<file path="src/rtl/modbus_pkg.sv">
// Shared definitions for the Modbus RTU frame transmitter: CRC-16 constants and
// byte-step function, one-hot state encoding and inter-frame gap default.
package modbus_pkg;

    localparam logic [15:0] CRC_INIT    = 16'hFFFF;
    localparam logic [15:0] CRC_POLY    = 16'hA001;
    localparam int unsigned MAX_PDU_LEN = 254;

    // One-hot state encoding
    typedef enum logic [8:0] {
        StIdle     = 9'b0_0000_0001,
        StFetch    = 9'b0_0000_0010,
        StLoad     = 9'b0_0000_0100,
        StWaitData = 9'b0_0000_1000,
        StCrcLo    = 9'b0_0001_0000,
        StWaitLo   = 9'b0_0010_0000,
        StCrcHi    = 9'b0_0100_0000,
        StWaitHi   = 9'b0_1000_0000,
        StGap      = 9'b1_0000_0000
    } tx_state_e;

    // Fold one byte into a reflected Modbus CRC-16 (8 shift/XOR steps)
    function automatic logic [15:0] crc16_byte(input logic [15:0] crc, input logic [7:0] data);
        logic [15:0] c;
        c = crc ^ {8'h00, data};
        for (int i = 0; i < 8; i++) begin
            c = c[0] ? ((c >> 1) ^ CRC_POLY) : (c >> 1);
        end
        return c;
    endfunction

    // RTU silent interval: fixed 1.75 ms above 19200 baud, else 3.5 character times
    function automatic int unsigned gap_cycles_calc(input longint unsigned clk_freq,
                                                    input longint unsigned baud_rate);
        longint unsigned cycles;
        if (baud_rate > 64'd19200) begin
            cycles = clk_freq * 64'd1750 / 64'd1_000_000;
        end else begin
            cycles = clk_freq * 64'd385 / (baud_rate * 64'd10);
        end
        return 32'(cycles);
    endfunction

endpackage

</file>
<file path="src/rtl/modbus_frame_tx.sv">
// Modbus RTU frame sequencer: reads a payload from a synchronous response buffer,
// hands each byte to uart_byte_tx, appends the CRC-16 (low byte first) and then
// holds off for the inter-frame silent interval.
// Build option: define MODBUS_TX_CRC_EN to generate and append the CRC. Without it
// the caller supplies the CRC inside the payload and frame_len 0 means 256 bytes.
module modbus_frame_tx
    import modbus_pkg::*;
#(
    parameter int unsigned CLK_FREQ   = 50_000_000,
    parameter int unsigned BAUD_RATE  = 115200,
    parameter int unsigned GAP_CYCLES = gap_cycles_calc(CLK_FREQ, BAUD_RATE)
) (
    input  logic       sys_clk,
    input  logic       reset_n,
    input  logic       frame_start,
    input  logic [7:0] frame_len,
    output logic [7:0] rd_addr,
    input  logic [7:0] rd_data,
    output logic       tx_start,
    output logic [7:0] tx_data,
    input  logic       tx_done,
    output logic       busy,
    output logic       frame_done,
    output logic       frame_err
);

    localparam int unsigned GapW = $clog2(GAP_CYCLES + 1);
    localparam logic [GapW-1:0] GapLast = GapW'(GAP_CYCLES - 1);

    tx_state_e       state_q, state_d;
    logic [7:0]      len_q, len_d;
    logic [7:0]      rd_addr_q, rd_addr_d;
    logic            tx_start_q, tx_start_d;
    logic [7:0]      tx_data_q, tx_data_d;
    logic            busy_q, busy_d;
    logic            frame_done_q, frame_done_d;
    logic            frame_err_q, frame_err_d;
    logic [GapW-1:0] gap_q, gap_d;
    logic            len_ok;
`ifdef MODBUS_TX_CRC_EN
    logic [15:0]     crc_q, crc_d;
`endif

`ifdef MODBUS_TX_CRC_EN
    assign len_ok = (frame_len != 8'd0) && (frame_len <= 8'(MAX_PDU_LEN));
`else
    // Every length is legal; 0 wraps to 256 through the len_q - 1 end test
    assign len_ok = 1'b1;
`endif

    // Next-state and registered-output logic
    always_comb begin
        state_d      = state_q;
        len_d        = len_q;
        rd_addr_d    = rd_addr_q;
        tx_start_d   = 1'b0;
        tx_data_d    = tx_data_q;
        busy_d       = busy_q;
        frame_done_d = 1'b0;
        frame_err_d  = 1'b0;
        gap_d        = gap_q;
`ifdef MODBUS_TX_CRC_EN
        crc_d        = crc_q;
`endif
        unique case (state_q)
            StIdle: begin
                if (frame_start) begin
                    if (len_ok) begin
                        len_d     = frame_len;
                        rd_addr_d = 8'd0;
                        busy_d    = 1'b1;
                        state_d   = StFetch;
`ifdef MODBUS_TX_CRC_EN
                        crc_d     = CRC_INIT;
`endif
                    end else begin
`ifdef MODBUS_TX_CRC_EN
                        frame_err_d = 1'b1;
`endif
                    end
                end
            end
            // rd_data for rd_addr_q arrives on the next cycle
            StFetch: state_d = StLoad;
            StLoad: begin
                tx_data_d  = rd_data;
                tx_start_d = 1'b1;
`ifdef MODBUS_TX_CRC_EN
                crc_d      = crc16_byte(crc_q, rd_data);
`endif
                state_d    = StWaitData;
            end
            StWaitData: begin
                if (tx_done) begin
                    if (rd_addr_q == len_q - 8'd1) begin
`ifdef MODBUS_TX_CRC_EN
                        state_d = StCrcLo;
`else
                        gap_d   = '0;
                        state_d = StGap;
`endif
                    end else begin
                        rd_addr_d = rd_addr_q + 8'd1;
                        state_d   = StFetch;
                    end
                end
            end
`ifdef MODBUS_TX_CRC_EN
            StCrcLo: begin
                tx_data_d  = crc_q[7:0];
                tx_start_d = 1'b1;
                state_d    = StWaitLo;
            end
            StWaitLo: if (tx_done) state_d = StCrcHi;
            StCrcHi: begin
                tx_data_d  = crc_q[15:8];
                tx_start_d = 1'b1;
                state_d    = StWaitHi;
            end
            StWaitHi: begin
                if (tx_done) begin
                    gap_d   = '0;
                    state_d = StGap;
                end
            end
`endif
            StGap: begin
                if (gap_q == GapLast) begin
                    frame_done_d = 1'b1;
                    busy_d       = 1'b0;
                    state_d      = StIdle;
                end else begin
                    gap_d = gap_q + 1'b1;
                end
            end
            default: state_d = StIdle;
        endcase
    end

    // State and output registers
    always_ff @(posedge sys_clk or negedge reset_n) begin
        if (!reset_n) begin
            state_q      <= StIdle;
            len_q        <= 8'd0;
            rd_addr_q    <= 8'd0;
            tx_start_q   <= 1'b0;
            tx_data_q    <= 8'd0;
            busy_q       <= 1'b0;
            frame_done_q <= 1'b0;
            frame_err_q  <= 1'b0;
            gap_q        <= '0;
`ifdef MODBUS_TX_CRC_EN
            crc_q        <= CRC_INIT;
`endif
        end else begin
            state_q      <= state_d;
            len_q        <= len_d;
            rd_addr_q    <= rd_addr_d;
            tx_start_q   <= tx_start_d;
            tx_data_q    <= tx_data_d;
            busy_q       <= busy_d;
            frame_done_q <= frame_done_d;
            frame_err_q  <= frame_err_d;
            gap_q        <= gap_d;
`ifdef MODBUS_TX_CRC_EN
            crc_q        <= crc_d;
`endif
        end
    end

    assign rd_addr    = rd_addr_q;
    assign tx_start   = tx_start_q;
    assign tx_data    = tx_data_q;
    assign busy       = busy_q;
    assign frame_done = frame_done_q;
    assign frame_err  = frame_err_q;

endmodule

</file>
<file path="config.mk">
export PLATFORM = sky130hd
export DESIGN_NAME = modbus_frame_tx
export DESIGN_NICKNAME = d
export VERILOG_FILES = /design/src/rtl/modbus_pkg.sv /design/src/rtl/modbus_frame_tx.sv
export SDC_FILE = /design/constraint.sdc
export NUM_CORES = 1
export LEC_CHECK = 0
export BUFFER_PORTS_ARGS = -buffer_cell sky130_fd_sc_hd__buf_2
export CAP_MARGIN = 10
export CORE_MARGIN = 2
export CORE_UTILIZATION = 25
export DETAILED_ROUTE_END_ITERATION = 10
export PLACE_DENSITY = 0.46
export SYNTH_ARGS = -nofsm -noshare
export SYNTH_HDL_FRONTEND = slang
export SYNTH_SLANG_ARGS = --single-unit
</file>
<file path="constraint.sdc">
create_clock -name sys_clk -period 4 [get_ports sys_clk]
set_input_delay 0.2 -clock sys_clk [delete_from_list [all_inputs] [get_ports sys_clk]]
set_output_delay 0.2 -clock sys_clk [all_outputs]
set_load 0.01 [all_outputs]
</file>
After elaboration in Yosys (flattened, before gate mapping):

Index checks and enable logic that the tools add are counted.

* $add $sub $neg: 3
* $mul: 0
* divide/modulo/power cells: 0
* order comparisons: 0
* eq/ne operators: 13
* shifts and indexed selects: 0
* mux-type cells: 19
* bitwise operators: 0
* reduce and logical (&&, ||, !) cells: 8

Operator list (count)
* $mux 17: 3
* $pmux 9 s5: 1
* $mux 9: 4
* $pmux 17 s2: 1
* $mux 8: 3
* $add 17x1->17 const B: 1
* $eq 17x17->1 const B: 1
* $pmux 8 s2: 1
* $ne 2x2->1 const B: 6
* $eq 9x1->1 const B: 1
* $eq 9x2->1 const B: 1
* $eq 9x3->1 const B: 1
* $eq 9x4->1 const B: 1
* $eq 9x9->1 const B: 1
* $add 8x1->8 const B: 1
* $eq 8x8->1: 1
* $reduce_and 4->1: 2
* $sub 8x1->8 const B: 1
* $reduce_and 3->1: 2
* $reduce_bool 2->1: 3
* $mux 1: 5
* $pmux 1 s2: 1
* $reduce_and 2->1: 1

* bits in registers: 53
* latch bits: 0
* bits in writable memories: 0
* bits in read-only memories: 0
* input port bits: 20
* logic and storage cells: 51
* memories: 0

Longest topological paths before layout:

Gate-level depths: netlist of the first run.

* depth after elaboration: 5
* gate-level depth with buffers: 11
* mapped depth without buffers: 9

Worst setup path before layout of the first run:

OpenSTA, ideal clock, no wires.

* kind: reg-to-reg
* start: reg len_q[0]
* end: reg gap_q[11]
* library setup time: 78 ps
* arrival time: 2446 ps
* required time: 3922 ps
* setup slack: 1476 ps
* stages on the path, launching flop included: 10
* buffers on the path: 0
* cells stage by stage: dfrtp_1 > inv_1 > ha_1 > xnor2_1 > a211o_1 > or3_4 > nor4b_4 > a21oi_2 > or4_1 > a21oi_1

* longest elaborated chain between the ends: 4

RTL lines
* start: declaration: line modbus_frame_tx.sv:31 `logic [7:0] len_q, len_d;`
* start signal: assignment: line modbus_frame_tx.sv:157 `len_q <= len_d;`
* $sub 8x1->8: line modbus_frame_tx.sv:95 `if (rd_addr_q == len_q - 8'd1) begin`
* $eq 8x8->1: line modbus_frame_tx.sv:95
* $ne 2x2->1 (no source line)
* $reduce_and 4->1 (no source line)
* end signal: assignment: line modbus_frame_tx.sv:164 `gap_q <= gap_d;`
* end: declaration: line modbus_frame_tx.sv:38 `logic [GapW-1:0] gap_q, gap_d;`

Every way passes these cells.
A chain may end at the register's enable or synchronous reset.

Final worst setup path of the first run:

* start: reg len_q[2]
* end: reg gap_q[4]

The elaborated chain is that of the path after synthesis.

==> results.yml, run 1 <==
outcome:
  outcome: "finished, violations left"
  violations: "hold timing"
floorplan:
  core.rowCount: 37
  die_h_um: 106
  core_um2: 10200
  dieArea_um2: 11300
  floorplan.initialDensity_pct: 25.5
  die_x_um: 106
  ios: 40
finish:
  fin_nets: 349
  drive_gt1_share_pct: 18.0
  fin_area_um2: 3020
  fillCellCount: 1110
  antennaDiodeCount: 0
  syn_to_final_growth_pct: 15.7
grt:
  grt_use_total_pct: 10.9
  grt-ovfl-total: 0
  antenna_found_initial: 0
  grt_max_degree: 50
  grt_pass1_vias: 1964
  grt_pass1_wl_um: 9910
clocking:
  cts_max_level: 2
  cts_root_buffer: "clkbuf_8"
  cts.sinks: 49
  cts_tree: "done"
  cts_setup_buffers: 0
  path_clk_slew_ns: 0.10
  clk_latency_ns: 0.32
  post_cts_resized: 0
  cts_hold_buf: 0
  cts_inserted_buffers: 5
  ctsLongestPathBuffers: 2
logic_synthesis:
  synth_flop_cell: "dfrtp_1"
  syn_area_um2: 2610
  ys_types: 50
  yosysWarningCount: 0
  synth-seq-area-share_pct: 47.1
  synth-seq-cells: 49
  syn_nets: 315
  async_flop_share_pct: 100
  synth_area_leaders: "dfrtp_1, nand2_1, xnor2_1, o21ai_0, a21oi_1"
  synth_edf_count: 0
  syn_avg_cell_area_um2: 8.93
  synth_area_leader_cell: "dfrtp_1"
  synth_top_area_share_pct: 46.1
  syn_inst: 292
setup_path:
  crit_type: "reg2reg"
  rr_worst_depth: 7
  cp-startpoint: "len_q[2]$_DFFE_PN0P_"
  critPathLaunchType: "flip-flop"
  cp_max_fo: 33
  rr_startpoint: "len_q[2]$_DFFE_PN0P_"
  cp.required_ns: 4.23
  cp_data_arrival_time_ns: 3.29
  worstSetupEndpointType: "flip-flop"
timing:
  setup_viol: 0
  finalHoldViolCount: 26
  relSlewSlack_pct: 22.1
  period_minus_slack_ns: 3.06
  slew_violations: 0
  tightestPinTransition_ns: 1.17
  fmax_ghz: 0.326
  skew_ns: 0.0184
  tns_ns: 0
  whs_ns: -0.0216
  fin_crit_sh_pct: 76.6
  grt_setup_unrepaired: "no"
place:
  post_dp_cell_area_um2: 2920
  dp_hpwl_um: 4050
  numPortBuffers: 38
  place.gp.congestion: 0.756
power:
  p_per_area_nw_per_um2: 506
  ir_drop_mv: 0.202
  power.total_w: 0.00152
  total_leakage_power_nw: 1.38
drt:
  drc: 0
  ant_nets: 0
  viasPerCell: 4.58
  wl_um: 5780
  firstDrtPassIters: 4
  wl_per_cell_um: 12.5
  via_count: 2122
  initialDrtViolationCount: 117
hold_path:
  min_path_type: "in2async"
job:
  drv_cap: 0
## logic make-up (layout without fill, tap and decap cells)
family                   after synthesis  in the layout  share of synthesized area (%)
AND/OR/NAND/NOR                      145            145                           28.4
XOR/XNOR                              14             14                           4.70
adder cells (fa/ha/maj)                3              3                           1.44
multiplexers                           5              5                           2.06
flip-flops                            49             49                           47.1
AO/OA/AOI/OAI                         56             56                           13.1
buffers and inverters                 19             54                           3.02
other                                  1              1                          0.144
## critical path, cell delays in order (launching register included)
cell,delay (ns)
dfrtp_1,0.47
nor4_1,0.63
a211oi_1,0.17
o21bai_1,0.17
nand2_1,0.17
a21oi_2,0.95
o21ai_0,0.25
a21oi_1,0.17
## cells in the final DEF (no fill, tap or decap), drive strengths merged, types with 3 or more instances in the layout
master,count
nand2,64
nor2,16
inv,7
o21ai,18
o31ai,3
or3,12
nand3,12
xor2,3
buf,39
clkbuf,5
dfrtp,48
and2,4
nor4b,3
and3,7
mux2,3
xnor2,11
nor2b,4
nor3,7
or4,3
ha,3
a21oi,18
nand4,4
## state kept, by name (all words and copies together), names as in the netlist
signal and flops:
busy 1, rd_addr 8, gap_q 17, state_q 5
tx_data 8, frame_done 1, len_q 8, tx_start 1
## metal layers
layer  global-route usage, %  share of wire, %
met2                    15.8                42
met1                    16.3                54
met4                    3.10               1.3
met3                    2.02               2.9
met5                       0                 0
## cell type report
cell class / instances / area (um^2) / share of cell area (%)
Clock buffer: 5 / 68.8 / 2.28
Clock inverter: 3 / 25.0 / 0.830
Inverter: 7 / 26.3 / 0.871
Multi-Input combinational cell: 224 / 1300 / 43.1
Sequential cell: 49 / 1230 / 40.7
Tap cell: 136 / 170 / 5.64
Timing Repair Buffer: 39 / 198 / 6.56
## synth_stat cells, drive strengths merged, types with 6 or more instances
cell type,count
nand2,64
dfrtp,48
a21oi,18
o21ai,18
nor2,16
nand3,12
or3,12
xnor2,11
clkbuf,9
and3,7
nor3,7
inv,6
## power breakdown
| group | total, W | switching [W] | internal [W] | leakage, nW |
|---|---|---|---|---|
| logic | 0.000517 | 0.000301 | 0.000216 | 0.696 |
| clock network | 0.000315 | 0.000188 | 0.000127 | 0.0447 |
| registers | 0.000693 | 0.0000976 | 0.000596 | 0.644 |
## stage by stage
step                setup WS, ns  util, %  instances
floorplan                   1.48        -        292
global placement            1.13     28.6        455
detailed placement          1.01     28.6        455
CTS                        0.981     29.5        463
global route               0.542     29.5        463
finish                     0.936     29.5        463
## final timing paths
path	endpoint	slack, ns
max in group asynchronous	gap_q[15]$_DFFE_PN0P_	3.56
hold / removal	gap_q[14]$_DFFE_PN0P_	-0.02
hold reg to reg	tx_data[2]$_DFFE_PN0P_	0.48
setup reg to reg	gap_q[4]$_DFFE_PN0P_	0.94
setup / recovery	gap_q[4]$_DFFE_PN0P_	0.94
min in group sys_clk	tx_data[1]$_DFFE_PN0P_	0.06
Power figures use the tool's default switching activity.
==> run 2, diff against run 1 <==
- PLACE_DENSITY: 0.46 -> 0.47
- clock period: 4 -> 2.8 ns (I/O delays scaled with it)
==> results.yml, run 2 (synthesis gave the netlist of run 1 again) <==
timing:
  slew_violations: 0
  tightestPinTransition_ns: 0.675
  fmax_ghz: 0.368
  grt_setup_unrepaired: "no"
  finalHoldViolCount: 0
  tns_ns: 0
  skew_ns: 0.0175
  whs_ns: 0.00559
  period_minus_slack_ns: 2.72
  relSlewSlack_pct: 54.9
  finalWorstSetupSlack_ns: 0.0827
  fin_crit_sh_pct: 97.0
  setup_viol: 0
setup_path:
  rr_startpoint: "len_q[1]$_DFFE_PN0P_"
  critPathLaunchType: "flip-flop"
  crit_type: "reg2reg"
  worstSetupEndpointType: "flip-flop"
  reg2reg_slack_ns: 0.08
  cp_data_arrival_time_ns: 2.91
  worst_r2r_endpoint: "rd_addr[7]$_DFFE_PN0P_"
  cp.required_ns: 3.00
  cp_max_fo: 4
  rr_worst_depth: 9
drt:
  firstDrtPassIters: 4
  initialDrtViolationCount: 90
  viasPerCell: 4.57
  ant_nets: 0
  via_count: 2180
  drc: 0
  wl_per_cell_um: 12.8
  wl_um: 6090
power:
  ir_drop_mv: 0.228
  total_leakage_power_nw: 1.46
  p_per_area_nw_per_um2: 712
floorplan:
  die_h_um: 106
  ios: 40
  core_um2: 10200
  die_x_um: 106
  core.rowCount: 37
  dieArea_um2: 11300
  floorplan.initialDensity_pct: 25.5
clocking:
  cts_tree: "done"
  cts_inserted_buffers: 5
  cts.sinks: 49
  cts_root_buffer: "clkbuf_8"
  ctsLongestPathBuffers: 2
  cts_max_level: 2
  path_clk_slew_ns: 0.11
  cts_setup_buffers: 0
  clk_latency_ns: 0.32
place:
  dp_slack_ns: 0.0500
  dp_hpwl_um: 4470
  place.gp.congestion: 0.754
  numPortBuffers: 38
  post_dp_cell_area_um2: 3020
finish:
  layout_common_cells: "nand2_1, dfrtp_1, buf_2, o21ai_0"
  final_common_cell: "nand2_1"
  largest_register: "gap_q"
  syn_to_final_growth_pct: 21.0
  largest_reg_flops: 17
  drive_gt1_share_pct: 21.1
  fillCellCount: 1088
  fin_nets: 363
  antennaDiodeCount: 0
  fin_area_um2: 3150
hold_path:
  hold_depth: 3
  hold_end: "len_q[6]$_DFFE_PN0P_"
  min_from: "frame_len[6]"
  min_path_type: "in2reg"
grt:
  antenna_found_initial: 0
  grt-ovfl-total: 0
  grt_use_total_pct: 11.4
  grt_max_degree: 22
  grt_pass1_wl_um: 10300
  grt_pass1_vias: 2108
outcome:
  outcome: "finished, final reports clean"
job:
  drv_cap: 0
[run 2: what timing repair did]
item	in CTS	in global routing
gates resized for setup	0	4
hold buffers	2	0
setup endpoints to repair	0	12
hold endpoints to repair	15	0
[run 2: per-layer routing]
| metal | global-route usage, % | part of all wire, % | vias up |
|---|---|---|---|
| li1 | - | - | 1107 |
| met5 | 0 | 0 | - |
| met3 | 2.27 | 3.2 | 6 |
| met4 | 4.04 | 1.2 | 0 |
| met2 | 17.4 | 44 | 32 |
| met1 | 16.1 | 52 | 1035 |
[run 2: metrics by stage]
| stage | util (%) | std cells | power, W |
|---|---|---|---|
| CTS | 30.7 | 477 | 0.00228 |
| finish | 30.8 | 477 | 0.00224 |
| detailed placement | 29.6 | 467 | 0.00182 |
| global placement | 29.6 | 467 | 0.00179 |
| global route | 30.8 | 477 | 0.00244 |
| floorplan | - | 292 | 0.00154 |
[run 2: power by group]
group / leakage (nW) / total (W) / switching, W / internal (W)
Clock: 0.0452 / 0.000452 / 0.000270 / 0.000183
Combinational: 0.774 / 0.000813 / 0.000462 / 0.000352
Sequential: 0.644 / 0.000979 / 0.000128 / 0.000851
[run 2: how the worst max path moves through the flow]
stage                         start                endpoint  cells past startpoint
2_1_floorplan  len_q[0]$_DFFE_PN0P_   gap_q[11]$_DFFE_PN0P_                      9
3_3_place_gp   len_q[1]$_DFFE_PN0P_  rd_addr[7]$_DFFE_PN0P_                      9
3_5_place_dp   len_q[1]$_DFFE_PN0P_  rd_addr[7]$_DFFE_PN0P_                      9
4_1_cts        len_q[1]$_DFFE_PN0P_  rd_addr[7]$_DFFE_PN0P_                      9
5_1_grt        len_q[0]$_DFFE_PN0P_   gap_q[11]$_DFFE_PN0P_                      9
6_report       len_q[1]$_DFFE_PN0P_  rd_addr[7]$_DFFE_PN0P_                      9
[run 2: area by class of cell]
class	count	area, um^2	share of cell area [%]
Clock buffer	5	68.8	2.18
Clock inverter	3	25.0	0.793
Inverter	7	26.3	0.833
Multi-Input combinational cell	224	1310	41.6
Sequential cell	49	1230	38.9
Tap cell	136	170	5.39
Timing Repair Buffer	53	324	10.3
[run 2: critical path, stage by stage (launching register included)]
cell	delay, ns
dfrtp_1	0.40
buf_4	0.15
or2_2	0.32
nor4_1	0.23
xnor2_1	0.26
nor3_1	0.17
a2111oi_1	0.69
buf_4	0.22
xnor2_1	0.11
nor2_1	0.05
==> run 3, diff against run 2 <==
- PLACE_DENSITY: 0.47 -> 0.46
- SLEW_MARGIN: not set -> 20
- clock period: 2.8 -> 3.1 ns (I/O delays scaled with it)
==> results.yml, run 3 (synthesis gave the netlist of run 1 again) <==
setup_path:
  critPathLaunchType: "flip-flop"
  cpMaxStageDelayCell: "dfrtp_1"
  cp_data_arrival_time_ns: 3.05
  worstSetupEndpointType: "flip-flop"
  cp.required_ns: 3.34
  crit_type: "reg2reg"
  cp_max_fo: 20
  cp_cell_sequence: "inv_1, ha_1, xnor2_1, a211o_1, or3_4, nor4b_4, a21oi_4, buf_4, or3_1, a21oi_1"
  worst-path-buf-inv: 2
  crit_family: "simple AND/OR/NAND/NOR gates"
  max_stage_delay_ns: 0.44
timing:
  tightestPinTransition_ns: 0.730
  relSlewSlack_pct: 51.4
  slew_violations: 0
  skew_ns: 0.00752
  fin_crit_sh_pct: 90.9
  fmax_ghz: 0.355
  setup_viol: 0
  period_minus_slack_ns: 2.82
  tns_ns: 0
  grt_setup_unrepaired: "no"
  finalHoldViolCount: 0
floorplan:
  die_x_um: 106
  core_um2: 10200
  floorplan.initialDensity_pct: 25.5
  ios: 40
  dieArea_um2: 11300
  die_h_um: 106
  core.rowCount: 37
power:
  combPwrFrac_pct: 35.2
  p_per_area_nw_per_um2: 647
  swShare_pct: 38.2
  ir_drop_mv: 0.249
  seqPwrFrac_pct: 45.1
  pwr-share-clk_pct: 19.7
  p_switching_w: 0.000760
  total_leakage_power_nw: 1.42
  internal_power_w: 0.00123
drt:
  ant_nets: 0
  wl_um: 5940
  via_count: 2148
  firstDrtPassIters: 4
  initialDrtViolationCount: 138
  wl_per_cell_um: 12.6
  drc: 0
  viasPerCell: 4.57
outcome:
  outcome: "finished, final reports clean"
finish:
  instances_no_fill: 470
  final_common_cell: "nand2_1"
  layout_common_cells: "nand2_1, dfrtp_1, buf_2, o21ai_0, a21oi_1"
  syn_to_final_growth_pct: 18.0
  largest_reg_flops: 17
  antennaDiodeCount: 0
  drive_gt1_share_pct: 19.5
  largest_register: "gap_q"
  fin_nets: 356
  fillCellCount: 1072
place:
  numPortBuffers: 38
  place.gp.congestion: 0.795
  dp_hpwl_um: 4250
  placed_cells: 461
grt:
  grt_pass1_wl_um: 10200
  grt_max_degree: 30
  grt_pass1_vias: 2106
  antenna_found_initial: 0
  grt_use_total_pct: 11.4
  grt-ovfl-total: 0
clocking:
  cts_max_level: 2
  ctsLongestPathBuffers: 2
  cts_setup_buffers: 0
  cts_inserted_buffers: 5
  cts_root_buffer: "clkbuf_8"
  cts.sinks: 49
  clk_latency_ns: 0.31
  path_clk_slew_ns: 0.10
  cts_tree: "done"
hold_path:
  min_path_type: "in2reg"
job:
  drv_cap: 0
run 3: path summary, 6_finish.rpt:
kind                            cells after the start  slack, ns              startpoint                      to
worst max register to register                     10       0.28    len_q[0]$_DFFE_PN0P_    gap_q[8]$_DFFE_PN0P_
worst min-delay path                                3       0.03              rd_data[5]  tx_data[5]$_DFFE_PN0P_
min in group asynchronous                           2       0.44                 reset_n    gap_q[3]$_DFFE_PN0P_
worst min register to register                      2       0.48  tx_data[3]$_DFFE_PN0P_  tx_data[3]$_DFFE_PN0P_
max in group asynchronous                           3       1.85                 reset_n  state_q[0]$_DFFE_PN1P_
worst max-delay path                               10       0.28    len_q[0]$_DFFE_PN0P_    gap_q[8]$_DFFE_PN0P_
run 3: per-stage QoR:
step,hold WS (ns),utilization (%),power (W),worst slack (ns),cell area [um^2]
after floorplan,-0.141,-,0.00139,0.576,2610
after global placement,0.254,29.0,0.00160,0.306,2970
after global routing,0.0150,30.0,0.00217,0.0537,3070
after detailed placement,0.264,29.0,0.00161,0.217,2970
after CTS,0.00975,30.0,0.00203,0.190,3070
final,0.0274,30.0,0.00199,0.282,3070
run 3: timing repair:
item,4_1_cts,5_1_grt
hold endpoints to repair,28,0
resized for setup,0,1
hold buffers,1,0
setup endpoints to repair,0,1
run 3: final cells by class:
| type | count | area, um^2 | share of cell area (%) |
|---|---|---|---|
| timing repair buffer | 46 | 253 | 8.22 |
| multi-input combinational | 224 | 1310 | 42.5 |
| clock inverter | 3 | 21.3 | 0.692 |
| tap | 136 | 170 | 5.54 |
| clock buffer | 5 | 68.8 | 2.24 |
| inverter | 7 | 26.3 | 0.855 |
| sequential | 49 | 1230 | 39.9 |
run 3: power groups by stage:
stage / clock network [W] / registers (W) / logic [W]
finish: 0.000393 / 0.000897 / 0.000699
global route: 0.000441 / 0.000923 / 0.000806
global placement: 0 / 0.000906 / 0.000695
floorplan: 0 / 0.000904 / 0.000486
CTS: 0.000423 / 0.000899 / 0.000705
detailed placement: 0 / 0.000913 / 0.000697
run 3: tightest hold or removal path: stages:
cell and delay, ns:
buf_2 0.07, nand2_1 0.04, nand2_1 0.04
run 3: layer usage:
| metal | vias up | routed length, um | GRT usage [%] |
|---|---|---|---|
| met3 | 5 | 183 | 1.72 |
| li1 | 1096 | - | - |
| met1 | 1012 | 3090 | 15.9 |
| met2 | 35 | 2580 | 17.5 |
| met4 | 0 | 87 | 4.79 |
| met5 | - | 0 | 0 |
